## src/rtl/mole_scheduler.sv

```systemverilog
// Whack-a-mole game sequencer: picks holes from random bytes, times mole-up windows,
// and keeps hit and miss tallies for the display and score logic.
module mole_scheduler #(
  parameter int TICK_DIV  = 50000,
  parameter int UP_TICKS  = 40,
  parameter int GAP_TICKS = 20,
  parameter int MIN_UP    = 8,
  parameter int MAX_MISS  = 3
) (
  input  logic       clock,
  input  logic       reset,
  input  logic       start,
  input  logic [7:0] rand_data,
  input  logic [7:0] hit,
  output logic [7:0] mole_up,
  output logic [7:0] score,
  output logic [7:0] misses,
  output logic       busy,
  output logic       hit_pulse,
  output logic       miss_pulse
);

  localparam int PW = (TICK_DIV > 1) ? $clog2(TICK_DIV) : 1;

  typedef enum logic [2:0] {S_IDLE, S_GAP, S_PICK, S_UP, S_DONE} state_t;

  state_t          state_q, state_d;
  logic [PW-1:0]   pre_q, pre_d;
  logic [7:0]      tcnt_q, tcnt_d;
  logic [7:0]      uplen_q, uplen_d;
  logic [2:0]      prev_q, prev_d;
  logic [7:0]      mole_q, mole_d;
  logic [7:0]      score_q, score_d;
  logic [7:0]      miss_q, miss_d;
  logic            busy_q, busy_d;
  logic            hp_q, hp_d;
  logic            mp_q, mp_d;

  logic            tick;
  logic            gap_done;
  logic            up_done;
  logic            hit_now;
  logic [2:0]      idx_sel;

  function automatic logic [7:0] sat_inc(input logic [7:0] v);
    return (v == 8'hFF) ? v : v + 8'd1;
  endfunction

  // Avoid showing the same hole twice in a row.
  function automatic logic [2:0] pick_idx(input logic [7:0] r, input logic [2:0] p);
    if (r[2:0] != p)      return r[2:0];
    else if (r[5:3] != p) return r[5:3];
    else                  return p + 3'd1;
  endfunction

  function automatic logic [7:0] up_length(input logic [7:0] s);
    logic signed [8:0] raw;
    raw = $signed(9'(UP_TICKS)) - $signed({3'b000, s[7:2]});
    if (raw < $signed(9'(MIN_UP))) return 8'(MIN_UP);
    else                           return raw[7:0];
  endfunction

  assign tick     = (pre_q == PW'(TICK_DIV - 1));
  assign gap_done = tick && (tcnt_q == 8'(GAP_TICKS - 1));
  assign up_done  = tick && (tcnt_q == uplen_q - 8'd1);
  assign hit_now  = hit[prev_q];
  assign idx_sel  = pick_idx(rand_data, prev_q);

  always_ff @(posedge clock or posedge reset) begin
    if (reset) begin
      state_q <= S_IDLE;
      pre_q   <= '0;
      tcnt_q  <= '0;
      uplen_q <= '0;
      prev_q  <= '0;
      mole_q  <= '0;
      score_q <= '0;
      miss_q  <= '0;
      busy_q  <= 1'b0;
      hp_q    <= 1'b0;
      mp_q    <= 1'b0;
    end else begin
      state_q <= state_d;
      pre_q   <= pre_d;
      tcnt_q  <= tcnt_d;
      uplen_q <= uplen_d;
      prev_q  <= prev_d;
      mole_q  <= mole_d;
      score_q <= score_d;
      miss_q  <= miss_d;
      busy_q  <= busy_d;
      hp_q    <= hp_d;
      mp_q    <= mp_d;
    end
  end

  always_comb begin
    state_d = state_q;
    case (state_q)
      S_IDLE, S_DONE: if (start) state_d = S_GAP;
      S_GAP:          if (gap_done) state_d = S_PICK;
      S_PICK:         state_d = S_UP;
      S_UP: begin
        // A hit landing on the expiry edge takes priority over the miss.
        if (hit_now)      state_d = S_GAP;
        else if (up_done) state_d = (sat_inc(miss_q) == 8'(MAX_MISS)) ? S_DONE : S_GAP;
      end
      default:        state_d = S_IDLE;
    endcase
  end

  always_comb begin
    pre_d   = tick ? '0 : pre_q + PW'(1);
    tcnt_d  = tick ? tcnt_q + 8'd1 : tcnt_q;
    uplen_d = uplen_q;
    prev_d  = prev_q;
    mole_d  = mole_q;
    score_d = score_q;
    miss_d  = miss_q;
    hp_d    = 1'b0;
    mp_d    = 1'b0;
    busy_d  = (state_d == S_GAP) || (state_d == S_PICK) || (state_d == S_UP);

    if ((state_d != state_q) && ((state_d == S_GAP) || (state_d == S_UP))) begin
      pre_d  = '0;
      tcnt_d = '0;
    end

    case (state_q)
      S_IDLE, S_DONE: begin
        mole_d = '0;
        if (start) begin
          score_d = '0;
          miss_d  = '0;
        end
      end
      S_PICK: begin
        prev_d  = idx_sel;
        mole_d  = 8'd1 << idx_sel;
        uplen_d = up_length(score_q);
      end
      S_UP: begin
        if (hit_now) begin
          score_d = sat_inc(score_q);
          hp_d    = 1'b1;
          mole_d  = '0;
        end else if (up_done) begin
          miss_d  = sat_inc(miss_q);
          mp_d    = 1'b1;
          mole_d  = '0;
        end
      end
      default: ;
    endcase
  end

  assign mole_up    = mole_q;
  assign score      = score_q;
  assign misses     = miss_q;
  assign busy       = busy_q;
  assign hit_pulse  = hp_q;
  assign miss_pulse = mp_q;

endmodule

```

## config.mk

```make
export PLATFORM = sky130hd
export DESIGN_NAME = mole_scheduler
export DESIGN_NICKNAME = d
export VERILOG_FILES = /design/src/rtl/mole_scheduler.sv
export SDC_FILE = /design/constraint.sdc
export NUM_CORES = 1
export LEC_CHECK = 0
export ABC_AREA = 1
export ABC_CLOCK_PERIOD_IN_PS = 6200
export BUFFER_PORTS_ARGS = -buffer_cell sky130_fd_sc_hd__buf_2
export CORE_UTILIZATION = 61
export DETAILED_ROUTE_END_ITERATION = 8
export HOLD_SLACK_MARGIN = 0.06
export PLACE_DENSITY = 0.93
export REMOVE_ABC_BUFFERS = 1
export SLEW_MARGIN = 30
export SYNTH_ARGS = -nofsm -noshare
export SYNTH_HDL_FRONTEND = slang
export SYNTH_SLANG_ARGS = --single-unit
```

## constraint.sdc

```tcl
create_clock -name clock -period 6.2 [get_ports clock]
set_input_delay 0.62 -clock clock [delete_from_list [all_inputs] [get_ports clock]]
set_output_delay 0.62 -clock clock [all_outputs]
set_load 0.01 [all_outputs]
```

Yosys cells after proc, flatten, opt, wreduce, memory -nomap -nowiden
Index checks and enable logic that the tools add are counted.
{"block": "word_totals", "register_bits": 65, "latch_bits": 0, "ram_bits": 0, "romBits": 0, "input_bits": 19, "word_cells": 88, "mem_count": 0}
{"block": "op_classes", "add_sub_neg": 7, "mul": 0, "div": 0, "order_cmp": 2, "eq_ne": 22, "n_shift": 1, "n_mux": 31, "bitwise_logic": 0, "reduce_logical": 14}
{"cell": "$mux W8", "n": 11}
{"cell": "$mux W16", "n": 2}
{"cell": "$pmux W8 S2", "n": 2}
{"cell": "$add A8 B1 Y8 const B", "n": 3}
{"cell": "$pmux W8 S3", "n": 1}
{"cell": "$mux W3", "n": 7}
{"cell": "$add A16 B1 Y16 const B", "n": 1}
{"cell": "$eq A16 B16 Y1 const B", "n": 1}
{"cell": "$eq A8 B8 Y1 const B", "n": 2}
{"cell": "$eq A3 B2 Y1 const B", "n": 4}
{"cell": "$pmux W3 S4", "n": 1}
{"cell": "$ne A2 B2 Y1 const B", "n": 5}
{"cell": "$ne A3 B3 Y1", "n": 3}
{"cell": "$eq A8 B2 Y1 const B", "n": 1}
{"cell": "$eq A8 B5 Y1 const B", "n": 1}
{"cell": "$eq A8 B8 Y1", "n": 1}
{"cell": "$reduce_and A4 Y1", "n": 2}
{"cell": "$shl A1 B3 Y8 const A", "n": 1}
{"cell": "$sub A8 B1 Y8 const B", "n": 1}
{"cell": "$lt A7 B5 Y1 const B", "n": 1}
{"cell": "$sub A6 B6 Y7 const A", "n": 1}
{"cell": "$eq A3 B1 Y1 const B", "n": 2}
{"cell": "$mux W1", "n": 6}
{"cell": "$lt A3 B4 Y1 const B", "n": 1}
{"cell": "11 further kinds", "n": 16}

Depth between registers and ports, before layout
{"block": "logic_depth", "word_depth": 11, "ltp_mapped": 17, "depth_no_buf": 16}

Least setup slack after synthesis
Ideal clock, no wire load.
{"block": "synth_path", "kind": "register -> register", "startpoint": "register uplen_q[0]", "endpoint": "register tcnt_q[1]", "setup_time_ns": 0.126, "arrival_time_ns": 1.860, "path_slack_ns": 4.214, "stages_incl_launch_ff": 17, "period_less_slack_ns": 1.986, "path_cell_list": "dfrtp_1 inv_2 ha_1 inv_2 nand2_1 nand2_1 nand2_1 nand2_1 nor2_1 nand2_1 nor2_1 nand3_1 nand3_1 nand2_2 nor2_8 buf_8 a21oi_2"}
{"block": "synth_via", "elab_chain_cells": 10}
{"element": "start, declared", "line_no": "30", "source": "logic [7:0] uplen_q, uplen_d;"}
{"element": "start signal, assigned", "line_no": "86", "source": "uplen_q <= uplen_d;"}
{"element": "$sub A8 B1 Y8 (*)", "line_no": "65", "source": "assign up_done = tick && (tcnt_q == uplen_q - 8'd1);"}
{"element": "$eq A8 B8 Y1 (*)", "line_no": "65"}
{"element": "$logic_and A1 B1 Y1 (*)", "line_no": "65"}
{"element": "$mux W3 (*)", "line_no": "106", "source": "else if (up_done) state_d = (sat_inc(miss_q) == 8'(MAX_MISS)) ? S_DONE : S_GAP;"}
{"element": "$mux W3 (*)", "line_no": "105", "source": "if (hit_now) state_d = S_GAP;"}
{"element": "$pmux W3 S4 (*)", "line_no": "99", "source": "case (state_q)"}
{"element": "$eq A3 B1 Y1 or $eq A3 B2 Y1 (tied branches)", "line_no": "124", "source": "if ((state_d != state_q) && ((state_d == S_GAP) || (state_d == S_UP))) begin"}
{"element": "$logic_or A1 B1 Y1", "line_no": "124"}
{"element": "$logic_and A1 B1 Y1 (*)", "line_no": "124"}
{"element": "$mux W8 or $reduce_bool A2 Y1 (tied branches)"}
{"element": "end signal, assigned", "line_no": "85", "source": "tcnt_q <= tcnt_d;"}
{"element": "end, declared", "line_no": "29", "source": "logic [7:0] tcnt_q, tcnt_d;"}
Every way passes the cells marked *; elsewhere a longest branch is shown, timed or not.
A chain may end at the register's enable or synchronous reset.

Final worst setup path
{"block": "layout_path", "startpoint": "register uplen_q[0]", "endpoint": "register tcnt_q[6]"}
The elaborated chain is that of the path after synthesis.

==> metrics.csv <==
metric,value,unit
end_kind,register,
min_period,2660,ps
synth_most_common_cell,nand2_1,
synth_edf_count,0,
synth.top_cell.area_share,37.6,%
cts_tree,built,
antenna_found_initial,0,
setup_viol,0,
finalHoldViolCount,0,
fp.dieW,85.5,µm
path_clk_slew,80,ps
post-dp-hpwl,7250,µm
fillers,490,
cts-resized-gates,0,
wirelength,10300,µm
grt_usage,30.3,%
drv_slew,0,
syn_area_per_cell,7.39,µm²
crit_slowest_cell,dfrtp_1,
clk-insertion-delay-late,350,ps
tightest_slew,782,ps
synthFlopType,dfrtp_1,
power_density,279,nW/µm²
cp_max_fo,24,
netlist_instances,576,
initial_utilization,63.0,%
rows,30,
routedWlPerCell,14.6,µm
drtAntennaViolNets,0,
crit_required,6420,ps
numCtsBuffers,9,
fin_crit_sh,42.9,%
critPathArrivalTime,2880,ps
critPathMaxStageDelay,420,ps
drive_gt1_share,19.4,%
antenna_cells,0,
max_freq,376,MHz
synth.area.top_cells,"dfrtp_1, nand2_1, inv_1",
finClkSkew,5.86,ps
path_common_cell,nor2_1,
dieArea,7320,µm²
max_slew_margin,47.9,%
gp_congestion,0.875,
synth_area_leader_cell,dfrtp_1,
synth_common_cells,"nand2_1, inv_1, dfrtp_1",
hold_path_class,input port to asynchronous set/reset pin,
syn_area,4260,µm²
critical_path_class,register to register,
place_area,4490,µm²
firstDrtPassIters,5,
ys_types,38,
grt_remaining_overflow,0,
grt_max_degree,65,
final_nets,648,
reg2reg_to,tcnt_q[6]$_DFFE_PP0P_,
yosysSeqAreaShare,37.6,%
grt_pass1_wl,17500,µm
ioPinCount,46,
avgViaCountPerCell,5.80,
vias,4092,
drt_iter0_drc,373,
yosysWarnings,0,
synth-seq-cells,64,
max-cap-violations,0,
status,"finished, final reports clean",
grt_setup_unrepaired,false,
numClockSinks,64,
cts_hold_buf,0,
cts_setup_buffers,0,
postLayoutCoreUtil,69.9,%
r2r_slack,3540,ps
worst_slack,3540,ps
drc,0,
fin_setup_tns,0,ps
r2r-start,uplen_q[0]$_DFFE_PP0P_,
final_area,4720,µm²
fp.coreArea,6760,µm²
r2r_cells,14,
area_delta_synth_final,10.9,%
first_global_vias,3965,
die_y,85.5,µm
start_kind,register,
worst_ir_drop_vdd,0.156,mV
crit_chain,"inv_2, ha_1, nand2_2, nor2_1, nor2_1, nor2_1, nand2_1, nand3b_1, nor2_1, nand2_2, nand2_2, nand2_4, nor2_8, a21oi_1",
h-tree-depth,3,
cts_root_buf,clkbuf_8,
leakage,2.34,nW
synth-async-reset-ratio,100,%
clock_path_buffers,2,
timing.hold.ws,490,ps
port-buffer-count,43,
dp_slack,3680,ps
final cells by class:
type | count | area (µm²) | share of cell area, %
clock inverters | 7 | 103 | 2.17
clock buffers | 9 | 124 | 2.62
inverters | 80 | 300 | 6.36
flip-flops and latches | 64 | 1600 | 33.9
well taps | 80 | 100 | 2.12
multi-input cells | 421 | 2270 | 48.1
repair buffers | 44 | 223 | 4.72
where the power goes:
| group | switching (mW) | internal (mW) | leakage [nW] |
|---|---|---|---|
| Sequential | 0.0537 | 0.457 | 0.861 |
| Combinational | 0.260 | 0.134 | 1.37 |
| Clock | 0.181 | 0.230 | 0.110 |
| Total | 0.495 | 0.822 | 2.34 |
placed cells by master (no fill, tap or decap), types with 18 or more instances in the layout:
master,count
a21oi_2,20
buf_2,43
dfrtp_1,64
inv_1,68
nand2_1,139
nand3_1,50
nor2_1,60
o21ai_0,24
xor2_1,18
registers in the layout, summed over array words and instances, names as in the netlist:
signal,flops
prev_q,3
busy,1
tcnt_q,8
miss_pulse,1
score,8
mole_up,8
hit_pulse,1
misses,8
state_q,3
pre_q,16
uplen_q,7
critical path: cells and delay by family, from the launching register on:
| kind | cells | cell delay, ps |
|---|---|---|
| and+or+nand+nor | 11 | 1570 |
| DFF | 1 | 420 |
| buffers and inverters | 1 | 120 |
| adders and majority gates | 1 | 280 |
| AOI/OAI and AO/OA | 1 | 150 |
kinds of logic (layout without fill, tap and decap cells):
family                   after synthesis  count (layout)  synth area share, %
multiplexers                           1               1                0.235
flip-flops                            64              64                 37.6
adder cells (fa/ha/maj)                9               9                 2.64
AND/OR/NAND/NOR                      306             306                 33.1
buffers and inverters                 91             140                 9.08
AO/OA/AOI/OAI                         80              80                 12.1
XOR/XNOR                              25              25                 5.14
how the worst max path moves through the flow:
stage,from,to,cells after the start
final,uplen_q[0]$_DFFE_PP0P_,tcnt_q[6]$_DFFE_PP0P_,14
after global routing,uplen_q[0]$_DFFE_PP0P_,tcnt_q[6]$_DFFE_PP0P_,14
after floorplan,reset,busy$_DFF_PP0_,1
after detailed placement,uplen_q[0]$_DFFE_PP0P_,tcnt_q[3]$_DFFE_PP0P_,14
after CTS,uplen_q[0]$_DFFE_PP0P_,tcnt_q[4]$_DFFE_PP0P_,14
after global placement,uplen_q[0]$_DFFE_PP0P_,tcnt_q[3]$_DFFE_PP0P_,15
metal layers:
metal / global-route usage [%] / wire, µm / vias up
met3: 6.16 / 686 / 46
met4: 16.8 / 406 / 0
li1: - / - / 1951
met1: 36.4 / 4160 / 1899
met5: 0 / 0 / -
met2: 51.1 / 5030 / 196
per-stage QoR:
| stage | instances | power, mW |
|---|---|---|
| 2_1_floorplan | 565 | 0.798 |
| 3_3_place_gp | 689 | 0.867 |
| 6_report | 705 | 1.32 |
| 5_1_grt | 705 | 1.38 |
| 4_1_cts | 705 | 1.31 |
| 3_5_place_dp | 689 | 0.895 |
No activity file was read; power rests on OpenSTA's default activity.
